### config.mk
export PLATFORM = sky130hd
export DESIGN_NAME = memshare_access_sched
export DESIGN_NICKNAME = d
export VERILOG_FILES = /design/src/rtl/memShare_config_pkg.sv /design/src/rtl/memshare_rr_picker.sv /design/src/rtl/memshare_access_sched.sv
export SDC_FILE = /design/constraint.sdc
export NUM_CORES = 1
export LEC_CHECK = 0
export CORE_MARGIN = 2
export CORE_UTILIZATION = 30
export CTS_CLUSTER_DIAMETER = 60
export DETAILED_ROUTE_END_ITERATION = 8
export PLACE_DENSITY = 0.53
export SKIP_LAST_GASP = 1
export SLEW_MARGIN = 10
export SYNTH_ARGS = -nofsm -noshare
export SYNTH_HDL_FRONTEND = slang
export SYNTH_SLANG_ARGS = --single-unit
### constraint.sdc
create_clock -name sys_clk -period 6.6 [get_ports sys_clk]
set_clock_uncertainty 0.05 [all_clocks]
set_input_delay 1.32 -clock sys_clk [delete_from_list [all_inputs] [get_ports sys_clk]]
set_output_delay 1.32 -clock sys_clk [all_outputs]
set_load 0.005 [all_outputs]
### src/rtl/memShare_config_pkg.sv
// Shared configuration for the memShare access scheduler.
// Holds the default sizing and the address/source/port types used by the
// scheduler and by code that talks to it at the default configuration.
// Optional feature macro used by this slice: MEMSHARE_STARVE_CNT_EN.
package memShare_config_pkg;

  localparam int DEFAULT_RQST_NUM       = 4;
  localparam int DEFAULT_SHARE_PORT_NUM = 2;
  localparam int DEFAULT_ADDR_W         = 8;
  localparam int DEFAULT_SRC_W          = $clog2(DEFAULT_RQST_NUM);
  localparam int DEFAULT_WAIT_CNT_W     = 4;

  typedef logic [DEFAULT_ADDR_W-1:0] memshare_addr_t;
  typedef logic [DEFAULT_SRC_W-1:0]  memshare_src_t;

  typedef struct packed {
    logic           valid;
    memshare_addr_t addr;
    memshare_src_t  src;
  } memshare_port_t;

endpackage

### src/rtl/memshare_rr_picker.sv
// Combinational multi-grant round-robin scan for the memShare scheduler.
// Scans requesters starting at rr_ptr (wrapping modulo RQST_NUM) and hands
// the first SHARE_PORT_NUM pending ones to ports 0, 1, ... in scan order.
// Requesters flagged in prio_mask are taken in a first pass, so they win
// over every unflagged requester; within each pass order is the rr order.
// Ports:
//   pend_valid  : pending requests eligible this cycle (zero while stalled)
//   prio_mask   : requesters to serve first (all zero for pure round-robin)
//   rr_ptr      : scan start index
//   sel_idx     : per-port chosen requester index
//   sel_valid   : per-port selection valid
//   gnt         : per-requester grant mask
//   rr_ptr_next : one past the last selected index, or rr_ptr if none
module memshare_rr_picker #(
  parameter int RQST_NUM       = 4,
  parameter int SHARE_PORT_NUM = 2,
  parameter int SRC_W          = $clog2(RQST_NUM)
) (
  input  logic [RQST_NUM-1:0]       pend_valid,
  input  logic [RQST_NUM-1:0]       prio_mask,
  input  logic [SRC_W-1:0]          rr_ptr,
  output logic [SRC_W-1:0]          sel_idx [SHARE_PORT_NUM],
  output logic [SHARE_PORT_NUM-1:0] sel_valid,
  output logic [RQST_NUM-1:0]       gnt,
  output logic [SRC_W-1:0]          rr_ptr_next
);

  always_comb begin
    int   cnt;
    int   idx;
    logic cand;
    cnt         = 0;
    idx         = 0;
    cand        = 1'b0;
    sel_valid   = '0;
    gnt         = '0;
    rr_ptr_next = rr_ptr;
    for (int k = 0; k < SHARE_PORT_NUM; k++) begin
      sel_idx[k] = '0;
    end
    // pass 0 serves prioritised requesters, pass 1 the rest
    for (int pass = 0; pass < 2; pass++) begin
      for (int o = 0; o < RQST_NUM; o++) begin
        idx  = (int'(rr_ptr) + o) % RQST_NUM;
        cand = pend_valid[idx] & ((pass == 0) ? prio_mask[idx] : ~prio_mask[idx]);
        if (cand && (cnt < SHARE_PORT_NUM)) begin
          sel_idx[cnt]   = SRC_W'(idx);
          sel_valid[cnt] = 1'b1;
          gnt[idx]       = 1'b1;
          rr_ptr_next    = SRC_W'((idx + 1) % RQST_NUM);
          cnt            = cnt + 1;
        end
      end
    end
  end

endmodule

### src/rtl/memshare_access_sched.sv
// Multi-port access scheduler for the memShare datapath of the layered
// IB-LDPC decoder. Each requester owns a single-entry holding register; all
// pending entries are scheduled onto SHARE_PORT_NUM shared ports per cycle
// with a multi-grant round-robin policy. All state lives here; the scan
// itself is in memshare_rr_picker.
// Optional feature: define MEMSHARE_STARVE_CNT_EN to add per-requester
// saturating wait counters, the starve_flag output and starving-first
// priority.
// Ports:
//   sys_clk, rst    : clock, asynchronous active-high reset
//   rqst_valid/addr : per-requester request (addr i at [i*ADDR_W +: ADDR_W])
//   rqst_ready      : per-requester holding register empty (registered)
//   mem_stall       : shared memory refuses new accesses this cycle
//   port_valid/addr/src : registered per-port access and owning requester
//   rr_ptr_o        : round-robin start pointer (debug)
//   starve_flag     : per-requester starvation flag (feature build only)
module memshare_access_sched
  import memShare_config_pkg::*;
#(
  parameter int RQST_NUM       = DEFAULT_RQST_NUM,
  parameter int SHARE_PORT_NUM = DEFAULT_SHARE_PORT_NUM,
  parameter int ADDR_W         = DEFAULT_ADDR_W,
  parameter int SRC_W          = $clog2(RQST_NUM)
`ifdef MEMSHARE_STARVE_CNT_EN
  , parameter int WAIT_CNT_W   = DEFAULT_WAIT_CNT_W
`endif
) (
  input  logic                             sys_clk,
  input  logic                             rst,
  input  logic [RQST_NUM-1:0]              rqst_valid,
  input  logic [RQST_NUM*ADDR_W-1:0]       rqst_addr,
  output logic [RQST_NUM-1:0]              rqst_ready,
  input  logic                             mem_stall,
  output logic [SHARE_PORT_NUM-1:0]        port_valid,
  output logic [SHARE_PORT_NUM*ADDR_W-1:0] port_addr,
  output logic [SHARE_PORT_NUM*SRC_W-1:0]  port_src,
  output logic [SRC_W-1:0]                 rr_ptr_o
`ifdef MEMSHARE_STARVE_CNT_EN
  , output logic [RQST_NUM-1:0]            starve_flag
`endif
);

  logic [RQST_NUM-1:0]       pend_valid_reg;
  logic [ADDR_W-1:0]         pend_addr_reg [RQST_NUM];
  logic [ADDR_W-1:0]         rqst_addr_arr [RQST_NUM];
  logic [SHARE_PORT_NUM-1:0] port_valid_reg;
  logic [ADDR_W-1:0]         port_addr_reg [SHARE_PORT_NUM];
  logic [SRC_W-1:0]          port_src_reg  [SHARE_PORT_NUM];
  logic [SRC_W-1:0]          rr_ptr_reg;

  logic [RQST_NUM-1:0]       accept;
  logic [RQST_NUM-1:0]       pick_pend;
  logic [RQST_NUM-1:0]       prio_mask;
  logic [SRC_W-1:0]          sel_idx [SHARE_PORT_NUM];
  logic [SHARE_PORT_NUM-1:0] sel_valid;
  logic [RQST_NUM-1:0]       gnt;
  logic [SRC_W-1:0]          rr_ptr_next;

  genvar gi;
  generate
    for (gi = 0; gi < RQST_NUM; gi++) begin : g_rqst
      assign rqst_addr_arr[gi] = rqst_addr[gi*ADDR_W +: ADDR_W];
    end
    for (gi = 0; gi < SHARE_PORT_NUM; gi++) begin : g_port
      assign port_addr[gi*ADDR_W +: ADDR_W] = port_addr_reg[gi];
      assign port_src[gi*SRC_W +: SRC_W]    = port_src_reg[gi];
    end
  endgenerate

  // Ready comes straight from the holding register, so acceptance never
  // overlaps a grant of the same entry.
  assign rqst_ready = ~pend_valid_reg;
  assign accept     = rqst_valid & ~pend_valid_reg;
  // Hiding all entries from the picker during a stall gives no grants, an
  // unchanged rr_ptr and all-zero port_valid on the next edge.
  assign pick_pend  = mem_stall ? '0 : pend_valid_reg;
  assign rr_ptr_o   = rr_ptr_reg;
  assign port_valid = port_valid_reg;

`ifdef MEMSHARE_STARVE_CNT_EN
  logic [WAIT_CNT_W-1:0] wait_cnt_reg [RQST_NUM];

  generate
    for (gi = 0; gi < RQST_NUM; gi++) begin : g_wait
      assign prio_mask[gi] = &wait_cnt_reg[gi];

      always_ff @(posedge sys_clk or posedge rst) begin
        if (rst) begin
          wait_cnt_reg[gi] <= '0;
        end else if (gnt[gi]) begin
          wait_cnt_reg[gi] <= '0;
        end else if (pend_valid_reg[gi] && !(&wait_cnt_reg[gi])) begin
          wait_cnt_reg[gi] <= wait_cnt_reg[gi] + 1'b1;
        end
      end
    end
  endgenerate

  assign starve_flag = prio_mask;
`else
  assign prio_mask = '0;
`endif

  memshare_rr_picker #(
    .RQST_NUM       (RQST_NUM),
    .SHARE_PORT_NUM (SHARE_PORT_NUM),
    .SRC_W          (SRC_W)
  ) u_picker (
    .pend_valid  (pick_pend),
    .prio_mask   (prio_mask),
    .rr_ptr      (rr_ptr_reg),
    .sel_idx     (sel_idx),
    .sel_valid   (sel_valid),
    .gnt         (gnt),
    .rr_ptr_next (rr_ptr_next)
  );

  always_ff @(posedge sys_clk or posedge rst) begin
    if (rst) begin
      pend_valid_reg <= '0;
      port_valid_reg <= '0;
      rr_ptr_reg     <= '0;
      for (int i = 0; i < RQST_NUM; i++) begin
        pend_addr_reg[i] <= '0;
      end
      for (int k = 0; k < SHARE_PORT_NUM; k++) begin
        port_addr_reg[k] <= '0;
        port_src_reg[k]  <= '0;
      end
    end else begin
      pend_valid_reg <= (pend_valid_reg & ~gnt) | accept;
      rr_ptr_reg     <= rr_ptr_next;
      port_valid_reg <= sel_valid;
      for (int i = 0; i < RQST_NUM; i++) begin
        if (accept[i]) begin
          pend_addr_reg[i] <= rqst_addr_arr[i];
        end
      end
      // Unused ports keep their last address/source; only valid matters.
      for (int k = 0; k < SHARE_PORT_NUM; k++) begin
        if (sel_valid[k]) begin
          port_addr_reg[k] <= pend_addr_reg[sel_idx[k]];
          port_src_reg[k]  <= sel_idx[k];
        end
      end
    end
  end

endmodule

==> results of run 1 <==
-- cells in the mapped netlist (4+ instances only) --
master,n,area share
sky130_fd_sc_hd__a21oi_1,14,0.018
sky130_fd_sc_hd__mux4_2,4,0.023
sky130_fd_sc_hd__a31o_2,7,0.015
sky130_fd_sc_hd__a221oi_1,6,0.013
sky130_fd_sc_hd__nor2b_1,6,0.0094
sky130_fd_sc_hd__a2111oi_0,4,0.0088
sky130_fd_sc_hd__ha_1,13,0.041
sky130_fd_sc_hd__mux2i_1,17,0.043
sky130_fd_sc_hd__a211oi_1,8,0.015
sky130_fd_sc_hd__a22oi_1,9,0.017
sky130_fd_sc_hd__o22a_1,4,0.0088
sky130_fd_sc_hd__clkbuf_1,11,0.010
sky130_fd_sc_hd__mux2_2,35,0.099
sky130_fd_sc_hd__o21ai_0,9,0.011
sky130_fd_sc_hd__nand2_1,24,0.023
sky130_fd_sc_hd__nor2_1,21,0.020
sky130_fd_sc_hd__or4_1,4,0.0075
sky130_fd_sc_hd__buf_2,8,0.010
sky130_fd_sc_hd__a32oi_1,4,0.0088
sky130_fd_sc_hd__o221ai_1,6,0.013
sky130_fd_sc_hd__dfrtp_1,60,0.38
sky130_fd_sc_hd__inv_1,14,0.013
sky130_fd_sc_hd__nor3_1,11,0.014
sky130_fd_sc_hd__o22ai_1,9,0.014
sky130_fd_sc_hd__nand3_1,17,0.021
-- through the flow --
step           hold WS [ns]  cells   util
4_1_cts               0.449    633  0.388
3_3_place_gp          0.428    617  0.366
3_5_place_dp          0.437    617  0.366
2_1_floorplan         0.423    393      -
5_1_grt               0.482    633  0.388
6_report              0.442    633  0.388
-- kinds of logic (layout without fill, tap and decap cells) --
logic type,count (synthesis),in the layout
muxes,59,59
AOI/OAI and AO/OA,112,112
buffers and inverters,41,105
adders and majority gates,14,14
DFF,60,60
and+or+nand+nor,106,106
xor gates and xnor gates,1,1
-- worst max-delay path: stages --
cell	delay, ns
sky130_fd_sc_hd__clkdlybuf4s50_1	0.58
sky130_fd_sc_hd__buf_4	0.22
sky130_fd_sc_hd__nand2b_1	0.19
sky130_fd_sc_hd__o22ai_2	0.10
sky130_fd_sc_hd__ha_1	0.31
sky130_fd_sc_hd__nor3b_1	0.35
sky130_fd_sc_hd__a22o_1	0.33
sky130_fd_sc_hd__inv_1	0.15
sky130_fd_sc_hd__fa_1	0.41
sky130_fd_sc_hd__and3_1	0.27
sky130_fd_sc_hd__o21a_1	0.30
sky130_fd_sc_hd__a21oi_4	0.36
sky130_fd_sc_hd__nor2_1	0.09
sky130_fd_sc_hd__a2111oi_0	0.71
sky130_fd_sc_hd__buf_4	0.22
sky130_fd_sc_hd__a211oi_1	0.04
-- final cells by class --
class | count | area [um^2]
Fill cell | 1306 | 8040
Multi-Input combinational cell | 292 | 2310
Sequential cell | 60 | 1500
Timing Repair Buffer | 74 | 721
Clock buffer | 9 | 225
Tap cell | 176 | 220
Clock inverter | 7 | 67.6
Inverter | 15 | 56.3
-- per-layer routing --
metal,wire length (um),GRT usage
met3,692,0.0354
met1,5590,0.239
met4,267,0.0566
met2,5310,0.253
met5,0,0
-- worst paths after layout --
kind / end / slack (ns) / cells past startpoint
worst max-delay path: port_addr[2] / 0.77 / 16
worst min-delay path: port_src[3] / 0.44 / 1
worst max register to register: port_addr[2] / 0.78 / 16
worst min register to register: port_src[3] / 0.44 / 1
max in group asynchronous: rr_ptr_o[0] / 4.32 / 3
min in group asynchronous: pend_addr_reg[28] / 1.28 / 2
-- placed cells by master (no fill, tap or decap), drive strengths merged, types with 6 or more instances in the layout --
cell type	count
a211oi	8
a21oi	15
a221oi	7
a22oi	10
a31o	7
buf	8
clkbuf	9
clkdlybuf4s50	66
dfrtp	60
ha	13
inv	15
mux2	37
mux2i	18
nand2	25
nand3	17
nor2	21
nor2b	6
nor3	12
o21ai	13
o221ai	6
o22ai	10
==> results, run 1 <==
- The number of synthesized flops with an enable pin is 0.
- The count of warnings emitted by yosys is 0.
- In this run the tightest slew margin relative to its limit is 0.179.
- The worst setup path is of the in -> reg kind.
- For this configuration, the core starts out at a cell density of 0.304.
- The TritonCTS clock tree is built.
- The number of placed I/O pins is 67.
- In the final design database the tool counted roughly 510 nets.
- The vertical die dimension is 119 um.
- In the global route stage, overall resource usage came out at 0.168.
- The largest net degree at the start of global routing is between 50 and 60.
- Counting every net in the synthesized netlist gives roughly 450.
- In the final routed layout, each cell accounts on average for about 19 um.
- Global routing finished with a remaining overflow of 0.
- Along the worst path, the maximum fanout reaches 12.
- The worst-margin pin slew is around 1.2 ns.
- The flow ran to the end, and the final reports show no timing, DRC or antenna violations.
- The repair_antennas step left the layout with diodes totalling 0.
- The worst path needs slightly below 6 ns of the cycle, external delays included.
- Buffers added to address setup during post-CTS repair amount to 0.
- The beginning of the worst hold path is port_src[3].
- The flip-flop count of the largest register, all copies and words added is 32.
- Clock latency on the worst-skew pair, taken at its later pin, is about 0.33 ns.
- Setup violations remaining at the end of the flow were counted as 0.
- The post-synthesis to final-layout area growth is 27.5%.
- The number of pins exceeding their max-slew limit in the final report is 0.
- The beginning of the worst register-to-register path is rr_ptr_o[1].
- The congestion estimate from routability-driven global placement came to 0.880.
- The max-capacitance violation count is 0.
- The post-route cell area is roughly 5100 um^2.
- The fraction of registers with async set or reset after synthesis is 1.00.
- The post-placement cell area is between 4000 and 5000 um^2.
- The start point of the critical path is mem_stall.
- Once detail routing completed, the nets flagged for antenna violations numbered 0.
- After clock tree synthesis, the clock-pin slew on the worst setup and hold paths is 0.05 ns.
- The clock passes through at most 2 buffers.
- Counting the buffers created by CTS gives 9.
- The count of hold-fix buffers inserted at cts is 0.
- The number of distinct library cells after synthesis is a little over 70.
- The count of buffers added on input and output ports is 66.
- The cell count after synthesis came out at about 390.
- The floorplan step defined a die boundary enclosing about 14000 um^2.
- The count of TritonRoute iterations in the first routing pass is 7.
- The share of the synthesized area in compound gates (AO/OA/AOI/OAI) is 0.215.
- Setup repair after global routing left no endpoint under its margin.
- The share of the Yosys chip area taken by registers is 0.376.
- The hold violation count in the final report is 0.
- The placement row count is 42.
- The post-route DRC violation count is 0.
- The part of the cycle the worst path needs is 0.884.
- The worst slack at placement is approximately 0.5 ns.
- The post-synthesis sequential element count is 60.
- The via count of the routed design is between 3000 and 4000.
- The HPWL after detailed placement is 8.94 mm.
- STA classifies the critical path endpoint as a flop.
- The initial antenna violation count is 0.
- Using the TritonRoute via totals, the vias-per-cell ratio works out to approximately 5.5.
- The count of cells resized by post-cts repair is 0.
- Of the post-synthesis cell area, the part taken by muxes is 0.176.
- The floorplan step set the die width to around 120 um.
- After layout, the worst setup slack is approximately 0.77 ns.
- The maximum clock rate is approximately 0.17 GHz.
- The detailed router finished its first iteration with just under 300 violations.
- CTS saw 60 sinks.
- For the worst setup path, the data arrival time is 5.97 ns.
- The total wire length after detailed routing is 11.9 mm.
- The tree is rooted in a sky130_fd_sc_hd__clkbuf_16.
- The basic-gate share of the synthesized area counting and, or, nand and nor cells is 0.138.
- The number of global-route vias before repair is between 3000 and 4000.
- Setup total negative slack on the finished layout was measured at 0 ns.
- The proportion of layout cells with a drive suffix above 1 is 0.188.
- The largest family of logic cells by synthesized area is compound AO/OA/AOI/OAI gates.
- The post-synthesis instance area is between 3000 and 4000 um^2.
- In the synthesized netlist the dominant register cell turns out to be sky130_fd_sc_hd__dfrtp_1.
- The first-pass GRT wire length is roughly 18 mm.
- The post-synthesis xor/xnor area fraction is 0.00219.
- The clock tree synthesis step divided the H-tree into 3 levels.
- For the worst setup path, the data required time is between 6 and 7 ns.
- After synthesis, the mean cell area works out to 10.2 um^2.
- The worst setup path is launched from an input pin.
- The adder-cell area share of the yosys netlist is 0.0457.
- The core area is roughly 13000 um^2.
- The worst min-delay path class is reg -> reg.
Power of run 1 is not shown: default switching activity piles up to over one toggle a cycle in this logic, so the estimate is an artifact.
==> run 2, diff against run 1 <==
ABC_AREA = 0   (was default)
==> results of run 2 <==
The final DEF is identical to that of run 1; final timing and power are the same.
Power of run 2 is left out for the same reason.
==> run 3, diff against run 2 <==
MAX_ROUTING_LAYER = met4   (was default)
==> results, run 3 (same netlist as run 1, synthesis figures left out) <==
- The count of cells resized by post-cts repair is 0 (unchanged).
- TritonCTS built the clock tree.
- The area growth from synthesis to layout is 29.8%.
- The number of setup buffers added after CTS is 0 (unchanged).
- The final period demand of the worst path was 5.96 ns (+0.130 ns).
- The flip-flop count of the largest register, all copies and words added was 32 (unchanged).
- The CTS buffer count is 9 (unchanged).
- The first-pass GRT wire length is 19.1 mm (+3.5%).
- The clock transition time at the flip-flop clock pins of the worst setup and hold paths is 0.05 ns (about the same).
- The required time at the endpoint of the critical path is 6.73 ns (about the same).
- The number of routed nets with antenna violations is 0 (unchanged).
- The maximum fanout count along the critical path came to 12 (unchanged).
- The largest net degree at the start of global routing came to 53 (unchanged).
- The remaining global-route overflow is 0 (unchanged).
- The maximum clock path buffer count is 2 (unchanged).
- The family with the most delay on the worst path is compound AO/OA/AOI/OAI gates.
- The via count of the routed design is 3483 (-0.51%).
- The cell occurring most often along the worst timing path is sky130_fd_sc_hd__inv_1.
- The maximum clock rate is 0.168 GHz (-2.2%).
- The maximum single-stage delay on the critical path is 0.73 ns (+0.02 ns).
- The total number of cells along the worst setup path came to 15 (-1).
- The part of the cycle the worst path needs was 0.903 (+0.0197).
- The vertical die dimension is 119 um (unchanged).
- The clock latency on the worst-skew pair was 0.32 ns (about the same).
- The sum of buffers and inverters on the critical path is 4 (unchanged).
- The relative slew slack was 0.459 (+0.280).
- The worst min-delay path class is reg -> reg.
- The routability congestion estimate from global placement is 0.875 (-0.52%).
- The core area is 13100 um^2 (unchanged).
- The count of hold-fix buffers inserted at cts is 0 (unchanged).
- The number of pins exceeding their max-slew limit in the final report came to 0 (unchanged).
- The diode insertion count for antenna repair is 0 (unchanged).
- The initial antenna violation count is 0 (unchanged).
- STA classifies the critical path startpoint as an input pin.
- The count of TritonRoute iterations in the first routing pass is 5 (-2).
- The beginning of the worst register-to-register path is rr_ptr_o[1].
- Setup repair after global routing left no endpoint under its margin.
- The clock sink count is 60 (unchanged).
- Among all stages on the critical path, the largest delay is contributed by sky130_fd_sc_hd__clkdlybuf4s50_1.
- The first-iteration detailed-routing DRC count is 286 (-3.1%).
- The per-cell via count in the routed design is 5.50 (-0.51%).
- The type of element capturing the critical path is a flop.
- The critical path class is in -> reg.
- The detailed placer's ending HPWL is 8.97 mm (+0.24%).
- The number of global-route vias before repair came to 3456 (+4.0%).
- The starting density of the core came to 0.304 (unchanged).
- The total wire length after detailed routing is 12.1 mm (+1.7%).
- The post-route DRC violation count came to 0 (unchanged).
- The max-capacitance violation count is 0 (unchanged).
- The reg-to-reg critical path endpoint is port_addr[2].
- The horizontal die dimension is 119 um (unchanged).
- The worst slack at placement came to 0.399 ns (-0.110 ns).
- The placement row count is 42 (unchanged).
- The final worst-path setup slack came to 0.637 ns (-0.130 ns).
- The critical path arrival is 6.10 ns (+0.13 ns).
- The number of buffer cells added on primary ports came to 66 (unchanged).
- The cell count of the worst reg-to-reg path was 16 (unchanged).
- The total number of H-tree levels is 3 (unchanged).
- The worst reg-to-reg setup slack is 0.82 ns (+0.04 ns).
- The final-layout setup total negative slack is 0 ns (unchanged).
- The cell at the root of the clock tree is sky130_fd_sc_hd__clkbuf_16.
- Following the worst setup path forward leads to its endpoint at port_addr[2].
- The worst-margin pin slew is 0.791 ns (-0.439 ns).
- The critical path starts at mem_stall.
- The flow ran to the end, and the final reports show no timing, DRC or antenna violations.
- The final number of setup-violating endpoints is 0 (unchanged).
- The hold violation count in the final report came to 0 (unchanged).
- The number of placed I/O pins is 67 (unchanged).
- The top cell types in the final layout, fill and taps aside, are 66 x sky130_fd_sc_hd__clkdlybuf4s50_1, 59 x sky130_fd_sc_hd__dfrtp_1, 35 x sky130_fd_sc_hd__mux2_2, 24 x sky130_fd_sc_hd__nand2_1, 21 x sky130_fd_sc_hd__nor2_1.
- The wire length per cell is 19.0 um (+1.7%).
- The library cell used most frequently in the layout, excluding fill and tap cells, is sky130_fd_sc_hd__clkdlybuf4s50_1.
- The final-stage net count came to 506 (+0.20%).
- The overall die area is 14300 um^2 (unchanged).
- Walking the worst path, the cells encountered are clkdlybuf4s50_1 > inv_1 > and2_1 > ha_1 > nor3b_1 > a22o_1 > inv_1 > fa_1 > and3_1 > o21a_1 > a21oi_4 > nor2_1 > a2111oi_0 > buf_4 > a211oi_1.
- The proportion of layout cells with a drive suffix above 1 is 0.190 (+0.00219).
- The total routing usage reported by global routing is 0.178 (+0.0101).
## run 3: cell count changes in the layout (fill, tap and decap cells not counted), sizes merged
| cell | previous run | this run |
|---|---|---|
| clkinv | 3 | 0 |
| clkinvlp | 3 | 0 |
| buf | 8 | 9 |
| bufinv | 1 | 4 |
| clkbuf | 9 | 11 |
## run 3: metal layers
layer | GRT usage | wire (um) | vias to the layer above
met5 | - | 0 | -
met4 | 0.0588 | 211 | 0
met3 | 0.0359 | 705 | 14
met2 | 0.265 | 5420 | 118
met1 | 0.243 | 5720 | 1718
li1 | - | - | 1633
## run 3: metrics by stage
stage          cells  area, um^2  hold WS (ns)   util
3_3_place_gp     618        4810         0.417  0.366
2_1_floorplan    393        4000         0.423      -
4_1_cts          633        5190         0.448  0.395
5_1_grt          633        5190         0.472  0.395
6_report         633        5190         0.443  0.395
3_5_place_dp     618        4810         0.435  0.366
## run 3: layout make-up
type | instances | area [um^2]
clock buffers | 11 | 253
clock inverters | 4 | 120
fillers | 1303 | 7950
inverters | 15 | 56.3
multi-input cells | 292 | 2310
flip-flops and latches | 60 | 1500
well taps | 176 | 220
repair buffers | 75 | 728
## run 3: worst min path at each step
stage	slack, ns	cells past startpoint	end	start
global route	0.47	1	port_src[3]	port_src[3]
floorplan	0.42	2	port_src[2]	port_src[2]
CTS	0.45	1	port_src[3]	port_src[3]
finish	0.44	1	port_src[3]	port_src[3]
global placement	0.42	1	port_src[3]	port_src[3]
detailed placement	0.43	1	port_src[3]	port_src[3]
Power of run 3 is left out for the same reason.
